$ cat config.mk
export PLATFORM = sky130hd
export DESIGN_NAME = hp_add_arbiter
export DESIGN_NICKNAME = d
export VERILOG_FILES = /design/src/rtl/hp_add_arbiter.sv
export SDC_FILE = /design/constraint.sdc
export NUM_CORES = 1
export LEC_CHECK = 0
export BUFFER_PORTS_ARGS = -buffer_cell sky130_fd_sc_hd__buf_2
export CAP_MARGIN = 20
export CORE_AREA = 2 2 129 131
export CTS_CLUSTER_SIZE = 28
export DETAILED_ROUTE_END_ITERATION = 10
export DIE_AREA = 0 0 131 133
export PLACE_DENSITY = 0.7
export SLEW_MARGIN = 20
export SYNTH_ARGS = -nofsm -noshare
export SYNTH_HDL_FRONTEND = slang
export SYNTH_HIERARCHICAL = 1
export SYNTH_SLANG_ARGS = --single-unit
$ cat constraint.sdc
create_clock -name clk -period 13.3 [get_ports clk]
set_clock_uncertainty 0.2 [all_clocks]
set_input_delay 0.665 -clock clk [delete_from_list [all_inputs] [get_ports clk]]
set_output_delay 0.665 -clock clk [all_outputs]
set_load 0.01 [all_outputs]
$ cat src/rtl/hp_add_arbiter.sv
// Two-requester round-robin front end for one shared combinational half-precision
// adder; operands are held EXEC_CYCLES cycles so the adder can be a multicycle path.

module hp_adder (
  input  logic [15:0] hp_inA,
  input  logic [15:0] hp_inB_uns,
  input  logic        op,
  output logic [15:0] hp_sum,
  output logic [1:0]  ex_flag
);
  // ex_flag: 00 normal, 01 overflow to inf, 10 underflow flushed to zero, 11 inf/NaN operand
  logic        sa, sb, s_big, eff_sub;
  logic [14:0] mag_a, mag_b, mag_big, mag_small;
  logic [4:0]  e_big, e_small, d, sh;
  logic [13:0] m_big, m_small, norm;
  logic [14:0] sum;
  logic [3:0]  lead;

  always_comb begin
    sa    = hp_inA[15];
    sb    = hp_inB_uns[15] ^ op;
    mag_a = hp_inA[14:0];
    mag_b = hp_inB_uns[14:0];
    if (mag_a >= mag_b) begin
      mag_big = mag_a; mag_small = mag_b; s_big = sa;
    end else begin
      mag_big = mag_b; mag_small = mag_a; s_big = sb;
    end
    eff_sub = sa ^ sb;
    e_big   = (mag_big[14:10] == 5'd0)   ? 5'd1 : mag_big[14:10];
    e_small = (mag_small[14:10] == 5'd0) ? 5'd1 : mag_small[14:10];
    d       = e_big - e_small;
    // three guard bits below the mantissa; alignment truncates
    m_big   = {|mag_big[14:10], mag_big[9:0], 3'b000};
    m_small = {|mag_small[14:10], mag_small[9:0], 3'b000} >> d;
    sum     = eff_sub ? ({1'b0, m_big} - {1'b0, m_small})
                      : ({1'b0, m_big} + {1'b0, m_small});
    lead = 4'd0;
    for (int i = 0; i < 14; i++)
      if (sum[i]) lead = 4'(i);
    sh   = 5'd13 - {1'b0, lead};
    norm = sum[13:0] << sh;

    hp_sum  = 16'h0000;
    ex_flag = 2'b00;
    if (&hp_inA[14:10] || &hp_inB_uns[14:10]) begin
      hp_sum  = 16'h7D55;
      ex_flag = 2'b11;
    end else if (sum == 15'd0) begin
      hp_sum = 16'h0000;
    end else if (sum[14]) begin
      if (e_big == 5'd30) begin
        hp_sum  = {s_big, 5'h1F, 10'h000};
        ex_flag = 2'b01;
      end else begin
        hp_sum = {s_big, e_big + 5'd1, sum[13:4]};
      end
    end else if (e_big <= sh) begin
      hp_sum  = {s_big, 15'h0000};
      ex_flag = 2'b10;
    end else begin
      hp_sum = {s_big, e_big - sh, norm[12:3]};
    end
  end
endmodule

module hp_add_arbiter #(
  parameter int unsigned EXEC_CYCLES = 1,
  parameter int unsigned CNT_W       = 8
) (
  input  logic             clk,
  input  logic             rst,
  input  logic             req0_valid,
  output logic             req0_ready,
  input  logic [15:0]      req0_a,
  input  logic [15:0]      req0_b,
  input  logic             req0_op,
  input  logic             req1_valid,
  output logic             req1_ready,
  input  logic [15:0]      req1_a,
  input  logic [15:0]      req1_b,
  input  logic             req1_op,
  output logic             rsp_valid,
  input  logic             rsp_ready,
  output logic             rsp_id,
  output logic [15:0]      rsp_sum,
  output logic [1:0]       rsp_flag,
  output logic             busy,
  output logic [CNT_W-1:0] exc_count
);
  typedef enum logic [1:0] {S_IDLE, S_EXEC, S_RESP} state_t;

  localparam logic [3:0]       CNT_INIT = 4'(EXEC_CYCLES - 1);
  localparam logic [CNT_W-1:0] EXC_MAX  = '1;

  state_t           state_q, state_d;
  logic             rr_q, rr_d;
  logic [3:0]       cnt_q, cnt_d;
  logic [15:0]      a_q, a_d, b_q, b_d;
  logic             op_q, op_d;
  logic             rsp_valid_q, rsp_valid_d;
  logic             rsp_id_q, rsp_id_d;
  logic [15:0]      rsp_sum_q, rsp_sum_d;
  logic [1:0]       rsp_flag_q, rsp_flag_d;
  logic [CNT_W-1:0] exc_q, exc_d;
  logic             busy_q, busy_d;
  logic             grant, acc;
  logic [15:0]      hp_sum;
  logic [1:0]       ex_flag;

  // adder sees only the held operand registers, never the request ports
  hp_adder u_add (
    .hp_inA     (a_q),
    .hp_inB_uns (b_q),
    .op         (op_q),
    .hp_sum     (hp_sum),
    .ex_flag    (ex_flag)
  );

  always_comb begin
    grant       = (req0_valid && req1_valid) ? rr_q : req1_valid;
    req0_ready  = (state_q == S_IDLE) && !rst && req0_valid && !grant;
    req1_ready  = (state_q == S_IDLE) && !rst && req1_valid && grant;
    acc         = req0_ready || req1_ready;

    state_d     = state_q;
    rr_d        = rr_q;
    cnt_d       = cnt_q;
    a_d         = a_q;
    b_d         = b_q;
    op_d        = op_q;
    rsp_valid_d = rsp_valid_q;
    rsp_id_d    = rsp_id_q;
    rsp_sum_d   = rsp_sum_q;
    rsp_flag_d  = rsp_flag_q;
    exc_d       = exc_q;

    case (state_q)
      S_IDLE: if (acc) begin
        a_d      = grant ? req1_a  : req0_a;
        b_d      = grant ? req1_b  : req0_b;
        op_d     = grant ? req1_op : req0_op;
        rsp_id_d = grant;
        rr_d     = ~grant;
        cnt_d    = CNT_INIT;
        state_d  = S_EXEC;
      end
      S_EXEC: if (cnt_q == 4'd0) begin
        rsp_sum_d   = hp_sum;
        rsp_flag_d  = ex_flag;
        rsp_valid_d = 1'b1;
        state_d     = S_RESP;
        if (ex_flag != 2'b00 && exc_q != EXC_MAX) exc_d = exc_q + 1'b1;
      end else begin
        cnt_d = cnt_q - 4'd1;
      end
      S_RESP: if (rsp_ready) begin
        rsp_valid_d = 1'b0;
        state_d     = S_IDLE;
      end
      default: state_d = S_IDLE;
    endcase

    busy_d = (state_d != S_IDLE);
  end

  always_ff @(posedge clk) begin
    if (rst) begin
      state_q     <= S_IDLE;
      rr_q        <= 1'b0;
      cnt_q       <= 4'd0;
      a_q         <= 16'h0000;
      b_q         <= 16'h0000;
      op_q        <= 1'b0;
      rsp_valid_q <= 1'b0;
      rsp_id_q    <= 1'b0;
      rsp_sum_q   <= 16'h0000;
      rsp_flag_q  <= 2'b00;
      exc_q       <= '0;
      busy_q      <= 1'b0;
    end else begin
      state_q     <= state_d;
      rr_q        <= rr_d;
      cnt_q       <= cnt_d;
      a_q         <= a_d;
      b_q         <= b_d;
      op_q        <= op_d;
      rsp_valid_q <= rsp_valid_d;
      rsp_id_q    <= rsp_id_d;
      rsp_sum_q   <= rsp_sum_d;
      rsp_flag_q  <= rsp_flag_d;
      exc_q       <= exc_d;
      busy_q      <= busy_d;
    end
  end

  assign rsp_valid = rsp_valid_q;
  assign rsp_id    = rsp_id_q;
  assign rsp_sum   = rsp_sum_q;
  assign rsp_flag  = rsp_flag_q;
  assign exc_count = exc_q;
  assign busy      = busy_q;
endmodule

; ---- Yosys cells after proc, flatten, opt, wreduce, memory -nomap -nowiden
; Index checks and enable logic that the tools add are counted.
[classes]
addsub = 8
n_mul = 0
div_mod_pow = 0
n_lt_le_gt_ge = 2
n_eq_ne = 8
shift = 2
muxes = 43
bitwise_logic = 3
reduce_logical = 29
[op_table]
columns = op, n
row1 = two-way mux 15 bit, 6
row2 = two-way mux 16 bit, 4
row3 = two-way mux 4 bit, 8
row4 = two-way mux 2 bit, 9
row5 = adder 14 x 14 -> 15 bit, 1
row6 = >= comparator 15 bit, 1
row7 = logical NOT 15 bit, 1
row8 = subtractor 14 x 14 -> 15 bit, 1
row9 = << shifter 14 x 5 -> 13 bit, 1
row10 = right shift 14 x 5 -> 14 bit, 1
row11 = two-way mux 3 bit, 4
row12 = logical NOT 5 bit, 2
row13 = two-way mux 5 bit, 2
row14 = AND reduction 5 bit, 2
row15 = OR reduction 5 bit, 2
row16 = subtractor 5 bit, 2
row17 = AND reduction 3 bit, 3
row18 = "adder 8 x 1 -> 8 bit, second input constant", 1
row19 = "inequality test 2 bit, second input constant", 4
row20 = "inequality test 8 bit, second input constant", 1
row21 = one-hot mux 4 bit (2 select lines), 1
row22 = nonzero test 2 bit, 4
row23 = logical AND 1 bit, 7
row24 = two-way mux 1 bit, 7
row25 = other kinds (16), 20
[totals]
register_bits = 69
latch_bits = 0
ram_bits = 0
mem_bits_ro = 0
out_inout_bits = 31
word_cells = 107
mem_count = 0

; ---- Longest topological paths before layout
; Gate-level depths: netlist (run 1).
[logic_depth]
ltp_word = 30
mapped_depth = 57
ltp_nobuf = 49

; ---- Modules after synthesis
; Netlist (run 1), hierarchy kept.
[modules_own_cells]
columns = mod, n_inst, cells_each, area_per_inst_um2, seq_area_each_um2
row1 = hp_adder, 1, 751, 5167.5, 0.0
row2 = hp_add_arbiter, 1, 299, 2680.1, 1381.3

; ---- Worst setup path before layout (run 1)
; No wires, ideal clock.
[synth_timing]
path_kind = register to register
from = register b_q[12]
to = register exc_q[3], in the netlist exc_count[3]
setup_ps = 70
arrival_time_ps = 10627
t_required_ps = 13030
slack_ps = 2403
path_stages_with_launch = 50
synth_period_minus_slack_ps = 10897
cell_sequence = dfxtp_1 buf_6 inv_2 ha_1 a211o_1 a21oi_1 o21ai_1 a21o_1 buf_2 nand2_1 a21boi_1 inv_1 or4_1 and2_1 ha_1 clkbuf_1 buf_2 buf_2 [14 not listed] a221oi_1 nor2_1 o311ai_0 a311oi_1 nor3_2 o211a_2 buf_2 ha_1 ha_1 a21o_1 nand2_1 o31ai_1 a32o_2 o21ai_0 nor2_1 or3_4 or4_1 a21oi_1
[synth_via]
elab_chain_cells = 30
elab_cells_between_ends = 41
cone_classes = add/sub: 4 / order compare: 2 / eq/ne: 1 / shift: 1 / mux: 23 / reduce/logical: 10
[synth_lines]
columns = element, line
row1 = "start, declared", 99  ; logic [15:0] a_q, a_d, b_q, b_d;
row2 = "start signal, assigned", 173  ; b_q <= 16'h0000;
row3 = "start signal, assigned", 186  ; b_q <= b_d;
row4 = >= comparator 15 bit, 24  ; if (mag_a >= mag_b) begin
row5 = two-way mux 15 bit, 24
row6 = "logical NOT 5 bit, on equally long branches", "30, 31"
row7 = "two-way mux 5 bit, on equally long branches", "30, 31"
row8 = subtractor 5 bit, 32  ; d = e_big - e_small;
row9 = right shift 14 x 5 -> 14 bit, 35  ; m_small = {|mag_small[14:10], mag_small[9:0], 3'b000} >> d;
row10 = adder 14 x 14 -> 15 bit or subtractor 14 x 14 -> 15 bit (tied branches), "37, 36"
row11 = two-way mux 15 bit, 36  ; sum = eff_sub ? ({1'b0, m_big} - {1'b0, m_small})
row12 = [15 not listed], --
row13 = two-way mux 2 bit, 58  ; end else if (e_big <= sh) begin
row14 = two-way mux 2 bit, 51  ; end else if (sum[14]) begin
row15 = two-way mux 2 bit, 49  ; end else if (sum == 15'd0) begin
row16 = two-way mux 2 bit (*), 46  ; if (&hp_inA[14:10] || &hp_inB_uns[14:10]) begin
row17 = net ex_flag[1], 109  ; logic [1:0] ex_flag;
row18 = nonzero test 2 bit (*), 153  ; if (ex_flag != 2'b00 && exc_q != EXC_MAX) exc_d = exc_q + 1'b1;
row19 = logical AND 1 bit (*), 153
row20 = AND reduction 3 bit (no source line) (*), --
row21 = "end signal, assigned", 179  ; exc_q <= '0;
row22 = "end signal, assigned", 192  ; exc_q <= exc_d;
row23 = "end, declared", 105  ; logic [CNT_W-1:0] exc_q, exc_d;
; The timed path passes the listed nets; every way through them passes the cells marked *.
; A chain may end at the register's enable or synchronous reset.

; ---- Worst setup path after layout (run 1)
; Ends and elaborated chain as after synthesis.

==> results of run 1 <==
-- state kept, by name, summed over array words and instances (netlist names) --
signal     flops
a_q           16
b_q           16
busy           1
cnt_q          4
exc_count      8
op_q           1
rr_q           1
rsp_flag       2
rsp_id         1
rsp_sum       16
rsp_valid      1
state_q        2
-- kinds of logic after synthesis --
kind of cell,Yosys count,synth area share [%]
compound gates,368,33.8
simple gates,367,22.4
buf+inv,119,6.38
flops,69,17.6
fa+ha+maj,54,8.86
mux,54,8.61
xor+xnor,18,2.31
other cells,1,0.0478
-- worst max-delay path: cells and delay by family, from the launching register on --
kind / cells / cell delay (ns)
AO/OA/AOI/OAI: 18 / 4.79
AND/OR/NAND/NOR: 13 / 2.68
adder cells (fa/ha/maj): 6 / 2.14
XOR/XNOR: 1 / 0.75
flip-flops: 1 / 0.61
buffers and inverters: 3 / 0.54
multiplexers: 2 / 0.46
-- through the flow --
| step | cells | hold slack (ns) | util, % | cell area, sq um |
|---|---|---|---|---|
| floorplan | 1050 | 0.272 | - | 7850 |
| global placement | 1321 | 0.242 | 52.2 | 8440 |
| detailed placement | 1321 | 0.243 | 52.2 | 8440 |
| CTS | 1336 | 0.251 | 54.0 | 8730 |
| global route | 1336 | 0.268 | 54.0 | 8740 |
| finish | 1336 | 0.250 | 54.0 | 8740 |
-- what timing repair did --
| item | 4_1_cts | 5_1_grt |
|---|---|---|
| hold buffers | 0 | 0 |
| gates resized for setup | 0 | 1 |
| setup endpoints to repair | 0 | 4 |
-- placed cells by master, fill, tap and decap left out, types with 11 or more instances in the layout --
master	count
and3_1	11
a222oi_1	30
buf_4	11
a21oi_1	88
o31ai_1	14
dfxtp_1	69
mux2i_1	36
nand3_1	35
nor3_1	20
ha_1	50
o21a_1	11
o21ai_0	55
nand2b_1	11
buf_2	101
nand2_1	121
a21o_1	13
a31oi_1	17
or4_1	11
nor2_1	95
o211ai_1	20
inv_1	56
-- cell type report --
type | instances | area share [%]
clock buffer | 9 | 2.58
clock inverter | 6 | 0.730
inverter | 58 | 2.49
multi-input combinational | 862 | 68.5
sequential | 69 | 15.8
tap | 220 | 3.15
timing repair buffer | 112 | 6.73
-- worst max path at each step --
stage               slack [ns]  cells after the start      endpoint
floorplan                 2.40                     49  exc_count[3]
global placement          1.37                     43  exc_count[7]
detailed placement        1.06                     43  exc_count[3]
CTS                       1.00                     43  exc_count[3]
global route              0.06                     43  exc_count[5]
finish                    1.03                     43  exc_count[3]
-- layer usage --
layer / up-vias / track usage (%) / part of all wire (%)
li1: 4121 / - / -
met1: 4042 / 38.4 / 45
met2: 357 / 42.4 / 46
met3: 29 / 4.08 / 7.4
met4: 0 / 8.81 / 1.6
met5: - / 0 / 0
==> run metrics, run 1 <==
result of the run=complete, no violations; post-route minimum period=12.27 ns; Synth Flop Type=dfxtp_1; fill cell count=1,615; f_max=approximately 0.08 GHz; Placer Congestion=around 0.98; crit-path most repeated cell=ha_1; top cell type's share of synthesized area=17.6%; Worst EP required=~13 ns; FF-to-FF Start=b_q[12]; total setup buffers inserted after CTS=0; Root Buffer=clkbuf_16; die extent in x=131 microns; wire length of the first global-routing pass=38,300 microns; CTS HTree Levels=3; netlist area before placement=7850 sq um; count of port buffers added during placement=101; number of warnings reported in the yosys synthesis log=6; area of combinational cells with multiple inputs=5990 sq um; number of maximum-capacitance constraint violations=0; Hold Path Stages=2; number of nets in the layout=1,236; global-route usage over all layers=between 20% and 30%; CTS clock-pin slew for the worst setup and hold paths=0.06 ns; growth of design area from synthesis to finish=11.3%; source-to-sink clock delay at the later pin of the worst-skew pair=0.34 ns; Final setup viols=0; type of the setup path with the least slack=register to register; proportion of synthesized flip-flops having asynchronous set or reset=0%; number of sinks driven by the clock tree=69; period utilisation layout=a little over 90%; RSZ-0062 raised after global routing=false; Setup TNS=0 ns; diode count=0; via count of the first global-routing pass=7,606; Syn Inst Count=1,050; sink of the worst hold path=rsp_sum[13]; cell type with the largest total area after synthesis=dfxtp_1; max-slew violation count=0; launch point of the worst hold path=rsp_sum[13]; unique cell type count in the Yosys netlist=101; most frequent cells after synthesis=121 x nand2_1, 95 x nor2_1, 88 x a21oi_1; deepest clock path buffer count=2; Die Height=between 100 and 150 microns; transition time at the pin with the least slew margin=0.997 ns; residual overflow from global routing=0; cell with the largest stage delay on the worst path=xor3_2; pin count of the biggest net entering global routing=72; kind of launch point of the worst setup path=register; effective utilization at floorplan=48.5%; Core Region=16,200 sq um; post-DR vias/cell=about 6.4; most frequent cell after synthesis=nand2_1; setup ws final=1.03 ns; detailed-router iteration count before antenna repair=8; worst-path fanout max=30; share of cells above drive strength 1=about 17%; Setup crit start=b_q[12]; estimated wirelength of the detail-placed design=18,200 microns; number of flops mapped to enable cells by yosys=0; endpoint of the lowest-slack register-to-register path=exc_count[3]; DIE AREA=17,400 sq um; count of endpoints failing hold in the final timing report=0; worst reg2reg setup slack=about 1.0 ns; Hold Path Class=register to register; average routed wire per standard cell=18.0 microns; Post-Synthesis Net Count=about 1,200; number of buffers inserted during clock tree synthesis=9; number of antenna violations at the first check in global routing=0; total number of vias=about 8,500; worst reg2reg path depth=43; part of the Yosys area used for sequential elements=between 10% and 20%; Yosys reg bits=69; Total Routed Length=around 24,000 microns; slowest cell delay on critical path=0.75 ns; remaining design rule violation count=0; Max transition margin=33.3%; Register Area=~1400 sq um; post-route antenna net violation count=0; CP arrival=around 12 ns; TritonCTS clock tree=built; top-level port count=roughly 100; placement-stage worst setup slack=around 1.1 ns; number of violations reported at the end of detailed-routing iteration 0=919; Synth Area per Inst=7.47 sq um; main area contributors after synthesis=dfxtp_1 18%, ha_1 8.0%, nand2_1 5.8%; category of the worst setup path capture point=register; row cnt=47
Power of run 1 is not shown: default switching activity piles up to over one toggle a cycle in this logic, so the estimate is an artifact.
==> run 2: changes to the inputs <==
--- a/config.mk
+++ b/config.mk
@@ -11,7 +11,8 @@
 export CTS_CLUSTER_SIZE = 28
 export DETAILED_ROUTE_END_ITERATION = 10
 export DIE_AREA = 0 0 131 133
-export PLACE_DENSITY = 0.7
+export GPL_TIMING_DRIVEN = 0
+export PLACE_DENSITY_LB_ADDON = 0.12
 export SLEW_MARGIN = 20
 export SYNTH_ARGS = -nofsm -noshare
 export SYNTH_HDL_FRONTEND = slang
==> constraint.sdc (replaced) <==
create_clock -name clk -period 13.58 [get_ports clk]
set_clock_uncertainty 0.2 [all_clocks]
set_input_delay 0.679 -clock clk [delete_from_list [all_inputs] [get_ports clk]]
set_output_delay 0.679 -clock clk [all_outputs]
set_load 0.01 [all_outputs]
==> run 2 against run 1 <==
  * Non-clock buffer count is 51 higher
  * Critical path type unchanged
  * Count of clock-buffer cells in the layout stayed put
  * Hold slack hardly changed
  * Register-to-register slack worse by 0.37 ns
  * Design area is 2.3% higher
  * Highest routed layer unchanged
  * Cell count is 3.8% higher
  * Critical path depth is 7 higher
  * Global-route usage is 1.5 points higher
==> run metrics, run 2 (synthesis results as in run 1) <==
slowest cell delay on critical path=0.63 ns; Final setup viols=0; number of buffers inserted during clock tree synthesis=9; Die Height=133 microns; via count of the first global-routing pass=7,775; transition time at the pin with the least slew margin=around 0.97 ns; Setup crit start=b_q[2]; post-route antenna net violation count=0; Total Routed Length=25,100 microns; Max transition margin=35.1%; effective utilization at floorplan=around half; met2 global-route usage=45.6%; CTS HTree Levels=3; Hold Path Class=register to register; cell with the largest stage delay on the worst path=or4_1; crit-path most repeated cell=buf_2; Placer Congestion=0.940; fill cell count=roughly 1,700; number of maximum-capacitance constraint violations=0; number of buffers and inverters on the critical path=12; most common cell after layout, fill and taps aside=nand2_1; top-level port count=102; GR peak layer=met2; count of endpoints failing hold in the final timing report=0; number of antenna violations at the first check in global routing=0; max-slew violation count=0; estimated wirelength of the detail-placed design=19,900 microns; category of the worst setup path capture point=register; CTS clock-pin slew for the worst setup and hold paths=0.06 ns; source-to-sink clock delay at the later pin of the worst-skew pair=roughly 0.34 ns; number of nets in the layout=1,287; row cnt=47; number of buffers inserted for hold repair after clock tree synthesis=0; share of cells above drive strength 1=17.0%; number of sinks driven by the clock tree=69; Register Area=about 1400 sq um; average routed wire per standard cell=18.1 microns; period utilisation layout=95.1%; Setup TNS=0 ns; met3 track demand over resource=3.76%; worst reg2reg path depth=50; stages on the worst setup path=50; detailed-router iteration count before antenna repair=6; wire length of the first global-routing pass=39,900 microns; number of violations reported at the end of detailed-routing iteration 0=around 1,100; count of port buffers added during placement=100; CP arrival=roughly 13 ns; growth of design area from synthesis to finish=13.9%; kind of cell adding the most delay to the critical path=compound AO/OA/AOI/OAI gates; RSZ-0062 raised after global routing=false; post-route minimum period=12.92 ns; type of the setup path with the least slack=register to register; DIE AREA=roughly 17,000 sq um; post-DR vias/cell=6.24; remaining design rule violation count=0; most frequent cells in the layout=121 x nand2_1, 112 x buf_2, 95 x nor2_1, 88 x a21oi_1, 69 x dfxtp_1; residual overflow from global routing=0; die extent in x=131 microns; deepest clock path buffer count=2; TritonCTS clock tree=built; worst-path fanout max=10; f_max=between 0.07 and 0.08 GHz; Hold Path Stages=2; M1 GR Usage=40.5%; launch point of the worst hold path=rsp_sum[5]; result of the run=complete, no violations; kind of launch point of the worst setup path=register; pin count of the biggest net entering global routing=13; diode count=0; Core Region=16,200 sq um; area of combinational cells with multiple inputs=5970 sq um; total number of vias=8,655; Root Buffer=clkbuf_16; Worst EP required=13.65 ns; global-route usage over all layers=28.7%; FF-to-FF Start=b_q[2]
run 2: changes by cell type in the layout (fill, tap and decap cells not counted), sizes merged:
cell,change
clkbuf,+41
dlymetal6s2s,+1
clkinvlp,-1
clkinv,+2
buf,+9
inv,-1
run 2: cell type report:
type	instances	share of cell area [%]
timing repair buffer	102	5.82
clock inverter	6	0.728
sequential	69	15.5
buffer	61	3.16
multi-input combinational	862	66.8
inverter	58	2.44
clock buffer	9	2.52
tap	220	3.08
run 2: stage by stage:
stage                     std cells  util (%)  hold WS, ns  setup WS (ns)  area (sq um)
final                          1387      55.3        0.249          0.659          8940
after CTS                      1385      55.1        0.253          0.458          8910
after global placement         1370      53.3        0.243          0.722          8620
after detailed placement       1370      53.3        0.245          0.504          8620
after global routing           1387      55.3        0.273         0.0887          8940
after floorplan                1050         -        0.272           2.68          7850
run 2: timing repair:
action / in CTS / in global routing
endpoints found under the setup margin: 0 / 7
gates resized for setup: 0 / 1
buffers inserted: 0 / 1
run 2: final timing paths:
path                        to  slack (ns)
hold reg to reg     rsp_sum[5]        0.25
hold / removal      rsp_sum[5]        0.25
setup / recovery  exc_count[0]        0.66
setup reg to reg  exc_count[0]        0.66
run 2: per-layer routing:
layer | share of wire, % | wire length (microns) | up-vias
met3 | 6.4 | 1610 | 58
met5 | 0 | 0 | -
li1 | - | - | 4215
met2 | 46 | 11500 | 385
met1 | 45 | 11400 | 3997
met4 | 2.5 | 624 | 0
run 2: tightest hold or removal path, cell delays in order (launching register included):
cell	delay (ns)
dfxtp_1	0.30
nand2_1	0.05
a21oi_1	0.05
Power of run 2 is left out for the same reason.
==> run 3: changes to the inputs <==
--- a/config.mk
+++ b/config.mk
@@ -8,11 +8,13 @@
 export BUFFER_PORTS_ARGS = -buffer_cell sky130_fd_sc_hd__buf_2
 export CAP_MARGIN = 20
 export CORE_AREA = 2 2 129 131
+export CTS_CLUSTER_DIAMETER = 200
 export CTS_CLUSTER_SIZE = 28
 export DETAILED_ROUTE_END_ITERATION = 10
 export DIE_AREA = 0 0 131 133
 export GPL_TIMING_DRIVEN = 0
 export PLACE_DENSITY_LB_ADDON = 0.12
+export RECOVER_POWER = 25
 export SLEW_MARGIN = 20
 export SYNTH_ARGS = -nofsm -noshare
 export SYNTH_HDL_FRONTEND = slang
==> constraint.sdc (replaced) <==
create_clock -name clk -period 13.58 [get_ports clk]
set_clock_uncertainty 0.2 [all_clocks]
set_input_delay 1.358 -clock clk [delete_from_list [all_inputs] [get_ports clk]]
set_output_delay 1.358 -clock clk [all_outputs]
set_load 0.01 [all_outputs]
==> run 3 against run 2 <==
  * Fmax shrank 0.20%
  * Highest routed layer unchanged
  * First-iteration DRC count shrank 2.0%
  * Core utilization shrank 0.18 points
  * Die area is the same
  * Critical path depth is the same
  * Setup slack lost 0.026 ns
  * Wire length shrank 0.15%
  * Cell count is the same
  * Sequential cell count is the same
==> run metrics, run 3 (synthesis results as in run 1) <==
sink of the worst hold path=rsp_sum[5]; launch point of the worst hold path=rsp_sum[5]; result of the run=complete, no violations; total number of vias=around 8,600; number of buffers inserted during clock tree synthesis=9; Placer Congestion=0.940; most frequent cells in the layout=121 x nand2_1, 95 x nor2_1, 89 x buf_2, 88 x a21oi_1, 69 x dfxtp_1; placement-stage worst setup slack=0.504 ns; top-level port count=102; crit-path most repeated cell=buf_2; Hold Path Stages=2; post-DR vias/cell=between 6 and 7; share of cells above drive strength 1=15.0%; max-slew violation count=0; cell with the largest stage delay on the worst path=or4_1; Max transition margin=35.4%; count of endpoints failing hold in the final timing report=0; residual overflow from global routing=0; CP arrival=13.01 ns; Final setup viols=0; FF-to-FF Start=b_q[2]; Core Region=16,200 sq um; number of buffers inserted for hold repair after clock tree synthesis=0; category of the worst setup path capture point=register; worst reg2reg setup slack=0.63 ns; type of the setup path with the least slack=register to register; Total Routed Length=25,100 microns; f_max=between 0.07 and 0.08 GHz; number of antenna violations at the first check in global routing=0; row cnt=47; remaining design rule violation count=0; deepest clock path buffer count=2; RSZ-0062 raised after global routing=false; growth of design area from synthesis to finish=13.5%; diode count=0; number of maximum-capacitance constraint violations=0; via count of the first global-routing pass=around 8,000; number of nets in the layout=1,287; global-route usage over all layers=28.7%; die extent in x=~130 microns; Root Buffer=clkbuf_16; Die Height=about 130 microns; effective utilization at floorplan=between 40 and 50%; pin count of the biggest net entering global routing=13; post-route antenna net violation count=0; worst-path fanout max=10; estimated wirelength of the detail-placed design=19,900 microns; post-route minimum period=12.95 ns; setup ws final=between 0.6 and 0.7 ns; slowest cell delay on critical path=0.64 ns; CTS clock-pin slew for the worst setup and hold paths=0.06 ns; Worst EP required=around 14 ns; source-to-sink clock delay at the later pin of the worst-skew pair=0.34 ns; transition time at the pin with the least slew margin=0.960 ns; wire length of the first global-routing pass=39,900 microns; Setup TNS=0 ns; count of port buffers added during placement=100; CTS HTree Levels=3; DIE AREA=approximately 17,000 sq um; average routed wire per standard cell=18.1 microns; endpoint of the lowest-slack register-to-register path=exc_count[0]; worst reg2reg path depth=50; Setup crit start=b_q[2]; Finished Core Util=a little under three fifths; number of sinks driven by the clock tree=69; detailed-router iteration count before antenna repair=6; most common cell after layout, fill and taps aside=nand2_1; kind of launch point of the worst setup path=register; TritonCTS clock tree=built; number of violations reported at the end of detailed-routing iteration 0=1,103; Hold Path Class=register to register; period utilisation layout=95.3%
==> run 3: how the worst max path moves through the flow <==
stage,endpoint,slack [ns],cells past startpoint
floorplan,exc_count[3],2.68,49
global placement,exc_count[0],0.72,48
detailed placement,exc_count[0],0.50,48
CTS,exc_count[0],0.46,48
global route,exc_count[7],0.09,50
finish,exc_count[0],0.63,50
==> run 3: area by class of cell <==
class | instances | area (sq um)
well taps | 220 | 275
fillers | 1654 | 7260
plain buffers | 61 | 283
inverters | 58 | 218
clock inverters | 6 | 65.1
repair buffers | 102 | 492
multi-input cells | 862 | 5970
flip-flops and latches | 69 | 1380
clock buffers | 9 | 225
==> run 3: metal layers <==
layer	routed length, microns	vias to the layer above	GRT usage (%)
met5	0	-	0
li1	-	4219	-
met3	1590	53	3.76
met2	11500	380	45.6
met1	11400	3982	40.5
met4	607	0	8.69
==> run 3: worst max-delay path, delay by kind of cell, from the launching register on <==
| kind | cells | cell delay, ns |
|---|---|---|
| flops | 1 | 0.48 |
| fa+ha+maj | 6 | 1.78 |
| compound gates | 20 | 4.45 |
| mux | 2 | 0.84 |
| buf+inv | 12 | 2.61 |
| simple gates | 10 | 2.48 |
==> run 3: stage by stage <==
step | hold WS (ns) | instance area (sq um) | instances
final | 0.253 | 8910 | 1387
after global routing | 0.276 | 8910 | 1387
after CTS | 0.253 | 8910 | 1385
after detailed placement | 0.245 | 8620 | 1370
after global placement | 0.243 | 8620 | 1370
after floorplan | 0.272 | 7850 | 1050
==> run 3: what timing repair did <==
action | in CTS | in global routing
gates resized for setup | 0 | 1
setup buffers | 0 | 1
setup endpoints to repair | 0 | 7
endpoints found under the hold margin | 0 | 0
Power of run 3 is left out for the same reason.
